File: src/rtl/star_data_server.sv
// star_data_server
// Responder side of the STAR image-fetch interface. The host streams a byte
// image in over a valid/ready handshake (LOAD). The fetch engine then reads it
// back with zero-latency combinational reads (SERVE). Request activity and
// out-of-range accesses are tracked until the consumer raises finish (DONE).
// A load_start pulse in DONE re-arms loading.
//
// Ports:
//   clk        in   1     single clock, posedge
//   reset      in   1     asynchronous, active-high
//   load_valid in   1     host byte valid
//   load_data  in   8     host byte
//   load_ready out  1     block accepts a host byte (registered state decode)
//   load_start in   1     re-arms loading when in DONE
//   data_req   in   1     consumer fetch request
//   data_addr  in   AW    consumer byte address
//   data       out  8     byte served to the consumer (combinational read)
//   finish     in   1     consumer done, level
//   mem_ready  out  1     image loaded and being served (registered)
//   req_count  out  AW+1  serviced requests, saturating
//   addr_err   out  1     sticky out-of-range request flag
module star_data_server #(
  parameter int DEPTH    = 512,
  parameter int AW       = 9,
  parameter int LOAD_LEN = 512
) (
  input  logic          clk,
  input  logic          reset,
  input  logic          load_valid,
  input  logic [7:0]    load_data,
  output logic          load_ready,
  input  logic          load_start,
  input  logic          data_req,
  input  logic [AW-1:0] data_addr,
  output logic [7:0]    data,
  input  logic          finish,
  output logic          mem_ready,
  output logic [AW:0]   req_count,
  output logic          addr_err
);

  typedef enum logic [1:0] {
    ST_LOAD  = 2'd0,
    ST_SERVE = 2'd1,
    ST_DONE  = 2'd2
  } state_t;

  // LOAD_LEN may equal 2^AW, so the range bound is held one bit wider.
  localparam logic [AW-1:0] LAST_PTR = AW'(LOAD_LEN - 1);
  localparam logic [AW:0]   LEN_W    = (AW+1)'(LOAD_LEN);
  localparam logic [AW:0]   CNT_MAX  = {(AW+1){1'b1}};

  state_t        state_q, state_d;
  logic [AW-1:0] wr_ptr_q, wr_ptr_d;
  logic [AW:0]   req_count_q, req_count_d;
  logic          addr_err_q, addr_err_d;
  logic          load_ready_q;
  logic          mem_ready_q;
  logic          wr_en_s;
  logic          addr_oob_s;
  logic [7:0]    data_s;

  // Image store; intentionally not reset.
  logic [7:0] mem [DEPTH];

  assign wr_en_s    = (state_q == ST_LOAD) && load_valid && load_ready_q;
  assign addr_oob_s = ({1'b0, data_addr} >= LEN_W);

  // Next-state and bookkeeping logic.
  always_comb begin
    state_d     = state_q;
    wr_ptr_d    = wr_ptr_q;
    req_count_d = req_count_q;
    addr_err_d  = addr_err_q;
    case (state_q)
      ST_LOAD: begin
        if (wr_en_s) begin
          if (wr_ptr_q == LAST_PTR) begin
            state_d  = ST_SERVE;
            wr_ptr_d = {AW{1'b0}};
          end else begin
            wr_ptr_d = wr_ptr_q + {{(AW-1){1'b0}}, 1'b1};
          end
        end else begin
          wr_ptr_d = wr_ptr_q;
        end
      end
      ST_SERVE: begin
        // A request in the same cycle as finish is still counted.
        if (data_req) begin
          if (req_count_q != CNT_MAX) begin
            req_count_d = req_count_q + {{AW{1'b0}}, 1'b1};
          end else begin
            req_count_d = req_count_q;
          end
          if (addr_oob_s) begin
            addr_err_d = 1'b1;
          end else begin
            addr_err_d = addr_err_q;
          end
        end else begin
          req_count_d = req_count_q;
        end
        if (finish) begin
          state_d = ST_DONE;
        end else begin
          state_d = ST_SERVE;
        end
      end
      ST_DONE: begin
        if (load_start) begin
          state_d     = ST_LOAD;
          wr_ptr_d    = {AW{1'b0}};
          req_count_d = {(AW+1){1'b0}};
          addr_err_d  = 1'b0;
        end else begin
          state_d = ST_DONE;
        end
      end
      default: begin
        state_d = ST_LOAD;
      end
    endcase
  end

  // State, counters and registered status decodes.
  always_ff @(posedge clk or posedge reset) begin
    if (reset) begin
      state_q      <= ST_LOAD;
      wr_ptr_q     <= {AW{1'b0}};
      req_count_q  <= {(AW+1){1'b0}};
      addr_err_q   <= 1'b0;
      load_ready_q <= 1'b1;
      mem_ready_q  <= 1'b0;
    end else begin
      state_q      <= state_d;
      wr_ptr_q     <= wr_ptr_d;
      req_count_q  <= req_count_d;
      addr_err_q   <= addr_err_d;
      load_ready_q <= (state_d == ST_LOAD);
      mem_ready_q  <= (state_d == ST_SERVE);
    end
  end

  // Image write port; only active while loading.
  always_ff @(posedge clk) begin
    if (wr_en_s) begin
      mem[wr_ptr_q] <= load_data;
    end
  end

  // Zero-latency read; out-of-range and non-SERVE cycles return zero.
  always_comb begin
    data_s = 8'h00;
    if ((state_q == ST_SERVE) && !addr_oob_s) begin
      data_s = mem[data_addr];
    end else begin
      data_s = 8'h00;
    end
  end

  assign data       = data_s;
  assign load_ready = load_ready_q;
  assign mem_ready  = mem_ready_q;
  assign req_count  = req_count_q;
  assign addr_err   = addr_err_q;

endmodule

File: config.mk
export PLATFORM = sky130hd
export DESIGN_NAME = star_data_server
export DESIGN_NICKNAME = d
export VERILOG_FILES = /design/src/rtl/star_data_server.sv
export SDC_FILE = /design/constraint.sdc
export NUM_CORES = 2
export LEC_CHECK = 0
export CORE_MARGIN = 2
export CORE_UTILIZATION = 60
export CTS_BUF_LIST = sky130_fd_sc_hd__clkbuf_16
export CTS_CLUSTER_DIAMETER = 150
export DETAILED_ROUTE_END_ITERATION = 10
export PLACE_DENSITY = 0.8
export SLEW_MARGIN = 20
export SYNTH_ARGS = -nofsm -noshare
export SYNTH_HDL_FRONTEND = slang
export SYNTH_SLANG_ARGS = --single-unit
File: constraint.sdc
create_clock -name clk -period 10.6 [get_ports clk]
set_clock_uncertainty 0.15 [all_clocks]
set_input_delay 2.12 -clock clk [delete_from_list [all_inputs] [get_ports clk]]
set_output_delay 2.12 -clock clk [all_outputs]
set_load 0.05 [all_outputs]
==> results.yml <==
cts:
  cts_resized: 0
  clk_latency_ps: 950
  cts_setup_buffers: 0
  cts_sinks: 4119
  hold_buffers: 0
  cts-buffers-inserted: 391
  cts_tree: "done"
  clk_path_buf_depth: 4
  cts-root-buf: "clkbuf_16"
  clkTransAtPathRegs_ps: 60
  htreeDepth: 5
detailed_routing:
  drc: 0
  drt_pass1_iterations: 9
  viasPerCell: 7.23
  wl_per_cell_um: 36.4
  ant_nets: 0
  num_vias: 84165
  drt_wl_total_mm: 424
  drtIter0Drc: 15013
placement:
  port_buffers: 42
  globalplace.congestion: 0.861
  dp_cells: 10917
  hpwl_mm: 231
setup_path:
  r2r_cells: 3
  worstPathMaxFanout: 89
  regToRegEndpoint: "mem[190][0]"
  r2r_slack_ps: 6720
  startpoint_type: "input port"
  endpoint: "data[5]"
  worstPathArrival_ps: 7560
  crit_path_end_kind: "output port"
  setup.worst_path.start: "data_addr[0]"
  crit_type: "input port to output port"
  cp.required_ps: 8330
  r2r_start: "wr_ptr_q[7]"
sta:
  max_freq_mhz: 102
  setup_tns_ps: 0
  post-route-min-period_ps: 9830
  fin_crit_sh_pct: 92.7
  relSlewSlack_pct: 12.5
  worstMarginPinSlew_ps: 1310
  drv_slew: 0
  whs_ps: 398
  hold_viol_final: 0
  setup_viol: 0
  rsz0062_at_grt: "no"
global_routing:
  grt_antenna_before_repair: 29
  grt_max_degree: 209
  grtUsageTotal_pct: 31.2
  grt_pass1_vias: 83984
  gr-total-overflow: 0
  grt_pass1_wl_mm: 607
floorplan:
  ioPinCount: 44
  dieArea_um2: 271000
  floorplan.initialDensity_pct: 60.4
  die_h_um: 521
  die_w_um: 521
  std_cell_rows: 189
  core_area_um2: 266000
yosys:
  synth_top_family_by_area: "multiplexers"
  synthSimpleGateAreaFrac_pct: 2.44
  synth_edf_count: 4096
  synth_top_area_cell: "edfxtp_1"
  ys_async_sr_fraction_pct: 0.558
  syn-instance-count: 7627
  yosys-top-cells-count: "edfxtp_1 (4,096), mux4_2 (848), nor2_1 (559)"
  syn_avg_cell_area_um2: 21.0
  synthTopCellsByArea: "edfxtp_1 (77%), mux4_2 (12%), mux2i_1 (2.4%), nor2_1 (1.3%), o221ai_1 (0.69%)"
  netlist_area_um2: 160000
  seq_area_frac_synth_pct: 77.0
  yosysMostFrequentCell: "edfxtp_1"
  ys_types: 75
  ys_seq_elements: 4119
  yosys_warnings: 0
  synth_compound_area_share_pct: 3.45
  synth_mux_area_share_pct: 15.2
  syn_nets: 7656
  synthAdderAreaFrac_pct: 0.0468
  dominantRegCellSynth: "edfxtp_1"
  yosys.area_share.xor_xnor_pct: 0.0218
  synth_top_area_share_pct: 76.7
finish:
  post_layout_nonfiller_instances: 11648
  fin_nets: 7809
  area_growth_pct: 10.4
  utilization_pct: 66.7
  drive_gt1_share_pct: 21.4
run:
  max-cap-violations: 0
pwr:
  power_mw: 33.7
  ir_worst_vdd_mv: 0.156
  power_density_nw_per_um2: 190
  p_leak_nw: 55.4
worst_hold_path:
  hold_path_class: "flop to flop"
status:
  outcome: "complete, no violations"
==> kinds of logic after synthesis <==
family	after synthesis
AND/OR/NAND/NOR	905
AO/OA/AOI/OAI	779
XOR/XNOR	4
other	1
buffers and inverters	493
flip-flops	4119
multiplexers	1320
adder cells (fa/ha/maj)	6
==> cell usage in the layout (no fill, tap or decap), drive strengths merged, types with 18 or more instances in the layout <==
master            n
a21oi           115
nand2           132
mux4            874
bufinv           34
buf             224
o311ai           27
dfrtp            22
mux2             61
nor3             58
a22o             27
clkdlybuf4s50    20
nor2            560
inv              97
o221ai          127
a22oi           137
edfxtp         4096
o211ai           57
o21ai           117
mux2i           385
o22ai            77
diode            18
and2             18
nand3            29
clkbuf          399
clkinv          175
==> where the power goes <==
group	leakage (nW)	switching, mW	internal (mW)
logic	11.9	1.41	0.561
clock network	6.38	6.09	7.65
registers	37.1	0.0315	18.0
==> worst max-delay path, stage by stage <==
cell and delay [ps]:
buf_16 490, buf_12 620, buf_4 560, mux4_2 310, nor3_1 60, a2111oi_0 1070, buf_4 250, o21ai_0 270
a211o_1 420, nor3_1 280, or3_1 430, buf_4 280
==> worst min-delay path by stage <==
stage	start	endpoint	cells after the start
after floorplan	state_q[1]	mem_ready	1
after global placement	state_q[1]	mem_ready	1
after detailed placement	state_q[1]	mem_ready	1
after CTS	state_q[1]	mem_ready	1
after global routing	state_q[1]	mem_ready	1
final	state_q[1]	mem_ready	1
==> layer usage <==
metal | vias up | global-route usage [%] | share of wire [%]
met5 | - | 0 | 0.031
met3 | 1349 | 8.79 | 14
met1 | 42799 | 41.7 | 33
met2 | 7729 | 47.9 | 47
met4 | 18 | 15.3 | 5.6
li1 | 32270 | - | -
==> state kept, by name, summed over array words and instances, names as in the netlist <==
name and count:
load_ready 1, mem 4096, mem_ready 1, req_count 10
state_q 2, wr_ptr_q 9
==> through the flow <==
stage	worst slack [ps]	cell area [µm²]
2_1_floorplan	3370	160000
3_3_place_gp	1140	164000
5_1_grt	800	177000
3_5_place_dp	1120	165000
4_1_cts	974	177000
6_report	775	177000
==> cell type report <==
class / count / area (µm²)
inverters: 9 / 43.8
diodes: 18 / 45.0
clock inverters: 311 / 2380
clock buffers: 399 / 9980
multi-input cells: 3015 / 34200
fillers: 15276 / 88500
well taps: 3533 / 4420
flip-flops and latches: 4119 / 124000
repair buffers: 244 / 2420
(Power assumes the default switching activity.)
